$ cat config.mk
export PLATFORM = sky130hd
export DESIGN_NAME = msrv32_fetch_ctrl
export DESIGN_NICKNAME = d
export VERILOG_FILES = /design/src/rtl/msrv32_pkg.sv /design/src/rtl/msrv32_fetch_ctrl_arb.sv /design/src/rtl/msrv32_fetch_ctrl.sv
export SDC_FILE = /design/constraint.sdc
export NUM_CORES = 1
export LEC_CHECK = 0
export ABC_AREA = 1
export BUFFER_PORTS_ARGS = -buffer_cell sky130_fd_sc_hd__buf_2
export CORE_MARGIN = 10
export CORE_UTILIZATION = 50
export DETAILED_ROUTE_END_ITERATION = 7
export HOLD_SLACK_MARGIN = 0.06
export PLACE_DENSITY = 0.89
export SYNTH_ARGS = -nofsm -noshare
export SYNTH_HDL_FRONTEND = slang
export SYNTH_HIERARCHICAL = 1
export SYNTH_SLANG_ARGS = --single-unit
$ cat constraint.sdc
create_clock -name clk_in -period 5.9 [get_ports clk_in]
set_clock_uncertainty 0.15 [all_clocks]
set_input_delay 1.18 -clock clk_in [delete_from_list [all_inputs] [get_ports clk_in]]
set_output_delay 1.18 -clock clk_in [all_outputs]
set_load 0.01 [all_outputs]
$ cat src/rtl/msrv32_pkg.sv
// msrv32 shared fetch definitions
// PC mux selects, fetch states, redirect kinds
package msrv32_pkg;

  localparam logic [1:0] PC_SRC_BOOT = 2'b00;
  localparam logic [1:0] PC_SRC_EPC  = 2'b01;
  localparam logic [1:0] PC_SRC_TRAP = 2'b10;
  localparam logic [1:0] PC_SRC_NEXT = 2'b11;

  typedef enum logic [1:0] {
    ST_BOOT = 2'b00,
    ST_RUN  = 2'b01,
    ST_HOLD = 2'b10
  } fetch_state_e;

  // Encoded so a larger value means higher priority
  typedef enum logic [1:0] {
    RD_NONE   = 2'b00,
    RD_BRANCH = 2'b01,
    RD_MRET   = 2'b10,
    RD_TRAP   = 2'b11
  } redirect_e;

  function automatic logic [1:0] pc_src_of(
    input redirect_e kind
  );
    logic [1:0] src;
    unique case (kind)
      RD_TRAP: src = PC_SRC_TRAP;
      RD_MRET: src = PC_SRC_EPC;
      default: src = PC_SRC_NEXT;
    endcase
    return src;
  endfunction

endpackage

$ cat src/rtl/msrv32_fetch_ctrl_arb.sv
// msrv32 redirect arbiter
// Priority resolution plus held redirect
module msrv32_redirect_arb
  import msrv32_pkg::*;
(
  input  logic      clk_in,
  input  logic      rst_n_in,
  input  logic      trap_in,
  input  logic      mret_in,
  input  logic      branch_in,
  input  logic      advance_in,
  output redirect_e eff_out
);

  redirect_e live;
  redirect_e pend_kind_q;
  logic      pend_valid_q;

  // Highest-priority live request this cycle
  always_comb begin
    live = RD_NONE;
    priority case (1'b1)
      trap_in:   live = RD_TRAP;
      mret_in:   live = RD_MRET;
      branch_in: live = RD_BRANCH;
      default:   live = RD_NONE;
    endcase
  end

  // Held entry wins unless live is strictly higher
  always_comb begin
    eff_out = live;
    if (pend_valid_q && (pend_kind_q >= live))
      eff_out = pend_kind_q;
  end

  // Hold the winner until the fetch advances
  always_ff @(posedge clk_in or negedge rst_n_in) begin
    if (!rst_n_in) begin
      pend_valid_q <= 1'b0;
      pend_kind_q  <= RD_NONE;
    end else if (advance_in) begin
      pend_valid_q <= 1'b0;
      pend_kind_q  <= RD_NONE;
    end else if (eff_out != RD_NONE) begin
      pend_valid_q <= 1'b1;
      pend_kind_q  <= eff_out;
    end
  end

endmodule

$ cat src/rtl/msrv32_fetch_ctrl.sv
// msrv32 fetch sequencer
// Owns the PC register and fetch FSM
module msrv32_fetch_ctrl
  import msrv32_pkg::*;
#(
  parameter logic [31:0] BOOT_ADDRESS = 32'h0000_0000
) (
  input  logic        clk_in,
  input  logic        rst_n_in,
  input  logic        ahb_ready_in,
  input  logic        stall_in,
  input  logic        trap_taken_in,
  input  logic        mret_in,
  input  logic        branch_taken_in,
  input  logic        misaligned_in,
  input  logic [31:0] pc_mux_in,
  output logic [1:0]  pc_src_out,
  output logic        branch_taken_out,
  output logic [31:0] pc_out,
  output logic        ireq_out,
  output logic        instr_valid_out,
  output logic        flush_out,
  output logic        misaligned_instr_out
);

  fetch_state_e state_q;
  redirect_e    eff;
  logic         active;
  logic         advance;
  logic         is_branch;
  logic         commit;

  assign active  = (state_q != ST_BOOT);
  assign advance = active && ahb_ready_in
                   && !stall_in;

  msrv32_redirect_arb u_arb (
    .clk_in     (clk_in),
    .rst_n_in   (rst_n_in),
    .trap_in    (trap_taken_in),
    .mret_in    (mret_in),
    .branch_in  (branch_taken_in),
    .advance_in (advance),
    .eff_out    (eff)
  );

  // Decode the winning redirect into mux controls
  always_comb begin
    is_branch  = (eff == RD_BRANCH);
    pc_src_out = PC_SRC_BOOT;
    if (active)
      pc_src_out = pc_src_of(eff);
    branch_taken_out = active && is_branch
                       && !misaligned_in;
    commit = advance
             && ((eff == RD_TRAP)
             || (eff == RD_MRET)
             || (is_branch && !misaligned_in));
    flush_out       = commit;
    instr_valid_out = advance && !commit;
    misaligned_instr_out = advance && is_branch
                           && misaligned_in;
  end

  // Fetch FSM, PC register and request flag
  always_ff @(posedge clk_in or negedge rst_n_in) begin
    if (!rst_n_in) begin
      state_q  <= ST_BOOT;
      pc_out   <= BOOT_ADDRESS;
      ireq_out <= 1'b0;
    end else begin
      unique case (state_q)
        ST_BOOT: begin
          state_q  <= ST_RUN;
          ireq_out <= 1'b1;
        end
        ST_RUN, ST_HOLD: begin
          ireq_out <= 1'b1;
          if (advance) begin
            state_q <= ST_RUN;
            pc_out  <= pc_mux_in;
          end else begin
            state_q <= ST_HOLD;
          end
        end
        default: begin
          state_q  <= ST_BOOT;
          ireq_out <= 1'b0;
        end
      endcase
    end
  end

endmodule

==> impl_metrics.ini, run 1 <==
[routing]
wl_per_cell_um = 14.83
wl_um = 4761
drc_errors = 0
drtIter0Drc = 66
antenna_left = 0
viasPerCell = 5.044
firstDrtPassIters = 4
vias = 1619

[sta]
final-setup-viol-count = 0
post-route-min-period_ns = 4.125
hold_violations = 0
whs_ns = 0.3242
worstMarginPinSlew_ns = 1.109
max-slew-margin-rel = 0.2606
rsz0062_at_grt = false
fmax_mhz = 242.4
finalCritPeriodShare = 0.6991
setup_tns_ns = 0
drv_slew = 0

[synthesis]
synthesis.nets = 248
netlist_instances = 204
yosysUniqueCellTypes = 23
yosys.area.top_type = dfrtp_1
postSynthAreaPerCell_um2 = 8.857
syn_area_um2 = 1807
ys.warnings.count = 6
ys_seq_area_frac = 0.5263
ys_seq_elements = 38
ys_top_cells_by_area = dfrtp_1, nand2_1, nand4_1, buf_2, ha_1
yosysTopAreaCellShare = 0.5263

[power_and_ir_drop]
leakagePower_nw = 1.300
ir_drop_mv = 0.2392
powerDensity_nw_per_um2 = 522.9
power.total_mw = 1.179

[floorplanning]
dieHeight_um = 80.11
die-area_um2 = 6418
core_area_um2 = 3416
initial_utilization = 0.5289
die_w_um = 80.11
ios = 79
rows = 21

[setup_path]
crit_path_end_kind = output port
arrival_ns = 2.79
cp-start-kind = input pin
crit_required_ns = 4.57
rrSetupSlack_ns = 3.08
crit_fanout = 5
path_class = input pin to output port
reg2reg_from = state_q[1]
rr_endpoint = pc_out[29]
r2r_cells = 5

[global_route]
antenna_found_initial = 0
grt_use_total = 0.1494
overflow = 0
grt_max_degree = 39
grt_pass1_wl_um = 7617
grt_pass1_vias = 1657

[clock_network]
ctsLongestPathBuffers = 2
cts_num_sinks = 38
ctsHtreeMaxLevel = 2
ctsResizeCount = 0
postCtsSetupRepairBufs = 0
root_buffer = clkbuf_4
cts_buffers = 5
hold_buffers = 0
clk_pin_slew_worst_paths_ns = 0.10
cts_tree = done
insertion_delay_ns = 0.34

[final_layout]
syn2layout_area_growth_pct = 24.79
layout-drive-gt1-share = 0.3636
diodes = 0
utilization = 0.6601
layout.nets = 319

[place]
gp_routability_congestion = 0.7993
place_hpwl_um = 3454
portBuffers = 78

[min_path]
min_from = pc_out[6]
hold_end = pc_out[6]
hold_depth = 2
min_path_type = flop to flop

[flow_run]
drv_cap = 0

[outcome]
outcome = finished clean
==> cells in the final DEF, fill, tap and decap left out <==
cell type / count
a21oi_1: 3
a21oi_2: 3
a21oi_4: 1
and2_1: 1
buf_2: 78
bufinv_16: 1
clkbuf_4: 5
clkbuf_8: 1
dfrtp_1: 38
ha_1: 4
inv_1: 13
inv_2: 2
nand2_1: 73
nand2_2: 3
nand2_4: 1
nand3_1: 4
nand3_2: 3
nand3b_1: 1
nand4_1: 32
nor2_1: 4
nor2_2: 1
nor2_4: 1
nor3_1: 1
o21ai_0: 1
==> synth_stat cells <==
cell type / count
a21oi_1: 3
a21oi_2: 3
a21oi_4: 1
and2_1: 1
buf_2: 11
buf_4: 2
buf_6: 1
dfrtp_1: 38
ha_1: 4
inv_1: 13
inv_2: 2
nand2_1: 73
nand2_2: 3
nand2_4: 1
nand3_1: 4
nand3_2: 3
nand3b_1: 1
nand4_1: 32
nor2_1: 4
nor2_2: 1
nor2_4: 1
nor3_1: 1
o21ai_0: 1
==> metrics by stage <==
stage	setup slack (ns)	instances	area [um2]
detailed placement	1.772	314	2173
CTS	1.762	321	2255
global placement	1.839	314	2173
global route	1.623	321	2255
floorplan	2.108	204	1807
finish	1.775	321	2255
==> power breakdown <==
group / switching, mW / internal [mW] / total [mW]
registers: 0.0618 / 0.373 / 0.435
clock network: 0.0845 / 0.0987 / 0.183
logic: 0.363 / 0.198 / 0.561
total: 0.509 / 0.670 / 1.18
==> registers in the layout (all words and copies together) (netlist names) <==
| signal | cells |
|---|---|
| u_arb/pend_valid_q | 1 |
| u_arb/pend_kind_q | 2 |
| ireq_out | 1 |
| state_q | 2 |
| pc_out | 32 |
==> layout make-up <==
cell class / instances / area, um2
fill: 320 / 1161
sequential: 38 / 950.9
multi-input combinational: 137 / 718.2
timing repair buffer: 78 / 390.4
tap: 46 / 57.56
inverter: 15 / 56.30
clock buffer: 6 / 51.30
clock inverter: 1 / 30.03
==> critical path, cell delays in order <==
cell,delay [ns]
buf_2,0.12
a21oi_4,0.15
inv_2,0.05
ha_1,0.26
nand2_1,0.07
nand3_2,0.14
nand3_1,0.13
nand2_2,0.08
inv_1,0.09
inv_1,0.05
o21ai_0,0.19
and2_1,0.15
buf_2,0.12
==> worst max-delay path by stage <==
stage | endpoint | startpoint | depth (start not counted) | slack [ns]
CTS | flush_out | branch_taken_in | 13 | 1.76
global route | flush_out | mret_in | 12 | 1.62
finish | flush_out | branch_taken_in | 13 | 1.78
global placement | flush_out | branch_taken_in | 13 | 1.84
detailed placement | flush_out | branch_taken_in | 13 | 1.77
floorplan | branch_taken_out | mret_in | 13 | 2.11
==> cells by family (layout without fill, tap and decap cells) <==
| group | Yosys count | in the layout | synth area share |
|---|---|---|---|
| flops | 38 | 38 | 0.5263 |
| buf+inv | 29 | 100 | 0.07618 |
| compound gates | 8 | 8 | 0.03463 |
| fa+ha+maj | 4 | 4 | 0.02770 |
| simple gates | 125 | 125 | 0.3352 |
==> per-layer routing <==
| metal | routed length [um] | GRT usage | part of all wire |
|---|---|---|---|
| met1 | 1940 | 0.1668 | 0.41 |
| met2 | 2266 | 0.2352 | 0.48 |
| met3 | 496 | 0.08129 | 0.10 |
| met4 | 59 | 0.05458 | 0.012 |
| met5 | 0 | 0 | 0 |
Note: power is estimated with default switching activity, not from simulation.
==> run 2, diff against run 1 <==
- CORE_UTILIZATION: 50 -> 42
- PLACE_DENSITY: 0.89 -> 0.8
- clock period: 5.9 -> 3.4 ns (I/O delays scaled with it)
==> impl_metrics.ini, run 2 (synthesis results as in run 1) <==
[routing]
drc_errors = 0
antenna_left = 0
vias = 1639
firstDrtPassIters = 4
wl_um = 4750
wl_per_cell_um = 14.44
viasPerCell = 4.982
drtIter0Drc = 99

[place]
portBuffers = 78
gp_routability_congestion = 0.7620
place_hpwl_um = 3363
placed_cell_area_um2 = 2201

[final_layout]
nFillCells = 381
layout-drive-gt1-share = 0.3692
regMostFlops = pc_out
reg_top3 = pc_out x32, state_q x2, u_arb/pend_kind_q x2
utilization = 0.5609
final_common_cell = buf_2
layout_common_cells = buf_2, nand2_1, dfrtp_1, nand4_1, inv_1
syn2layout_area_growth_pct = 26.87
seq_area_um2 = 950.9
layout.nets = 322
multi_input_area_um2 = 718.2
final_area_um2 = 2292
diodes = 0
largest_register_ffs = 32

[setup_path]
arrival_ns = 2.27
crit_fanout = 5
slowest_delay_ns = 0.26
cp_top_family = simple AND/OR/NAND/NOR gates
cp_slowest_cell = ha_1
cp-start-kind = input pin
worst-path-buf-inv = 5
crit_path_end_kind = output port
crit_required_ns = 2.57
path_class = input pin to output port
path_cells = buf_2, a21oi_4, inv_2, ha_1, nand2_1, nand3_2, nand3_1, nand2_2, inv_1, inv_1, o21ai_1, and2_1, buf_2

[sta]
hold_violations = 0
finalCritPeriodShare = 0.9132
fmax_mhz = 322.1
post-route-min-period_ns = 3.105
whs_ns = 0.3157
worstMarginPinSlew_ns = 0.8522
final-setup-viol-count = 0
rsz0062_at_grt = false
setup_tns_ns = 0
drv_slew = 0
max-slew-margin-rel = 0.4319

[global_route]
grt_max_degree = 39
grt_use_total = 0.1357
grt_pass1_vias = 1764
grt_pass1_wl_um = 8231
antenna_found_initial = 1
overflow = 0

[outcome]
outcome = finished clean

[floorplanning]
die-area_um2 = 7325
ios = 79
dieHeight_um = 85.59
rows = 23
initial_utilization = 0.4421
die_w_um = 85.59
core_area_um2 = 4086

[clock_network]
clk_pin_slew_worst_paths_ns = 0.07
root_buffer = clkbuf_8
insertion_delay_ns = 0.28
ctsLongestPathBuffers = 2
ctsHtreeMaxLevel = 2
cts_tree = done
hold_buffers = 0
cts_num_sinks = 38
postCtsSetupRepairBufs = 0
cts_buffers = 5

[min_path]
min_path_type = flop to flop

[power_and_ir_drop]
leakagePower_nw = 1.319
ir_drop_mv = 0.3241
powerDensity_nw_per_um2 = 898.6

[flow_run]
drv_cap = 0
[run 2: layout make-up]
class,count,share of cell area
sequential,38,0.4148
tap,50,0.02729
timing repair buffer,81,0.1801
clock inverter,1,0.002183
inverter,15,0.02456
multi-input combinational,137,0.3133
clock buffer,7,0.03766
[run 2: final timing paths]
check                           startpoint  depth (start not counted)          to  slack, ns
setup / recovery           branch_taken_in                         13   flush_out       0.30
hold / removal                  pc_out[30]                          2  pc_out[30]       0.32
setup reg to reg                state_q[0]                          7   pc_out[4]       1.14
hold reg to reg                 pc_out[30]                          2  pc_out[30]       0.32
max in group asynchronous         rst_n_in                          1  pc_out[13]       2.21
min in group asynchronous         rst_n_in                          1  pc_out[19]       0.35
[run 2: metrics by stage]
stage	worst slack [ns]	cells	power, mW
5_1_grt	0.08479	329	2.268
6_report	0.2951	329	2.060
3_5_place_dp	0.2541	321	1.761
4_1_cts	0.2469	329	2.090
3_3_place_gp	0.3411	321	1.734
2_1_floorplan	0.6075	204	1.415
[run 2: worst reg2reg max path, delay by kind of cell (launching register included)]
| family | cells | cell delay, ns |
|---|---|---|
| adders and majority gates | 1 | 0.28 |
| and+or+nand+nor | 4 | 1.02 |
| DFF | 1 | 0.35 |
| buffers and inverters | 2 | 0.36 |
[run 2: report_power, final]
part	total (mW)	switching [mW]	internal, mW
Sequential	0.752	0.102	0.649
Combinational	0.990	0.633	0.356
Clock	0.319	0.155	0.164
[run 2: per-layer routing]
layer | routed length, um | vias up | part of all wire | GRT usage
met3 | 596 | 4 | 0.13 | 0.08420
met5 | 0 | - | 0 | 0
met1 | 2046 | 743 | 0.43 | 0.1497
met2 | 2080 | 68 | 0.44 | 0.2091
li1 | - | 824 | - | -
met4 | 27 | 0 | 0.0057 | 0.04790
[run 2: repair_timing]
action	in CTS	in global routing
endpoints found under the hold margin	0	0
setup endpoints to repair	0	1
gates resized for setup	0	1
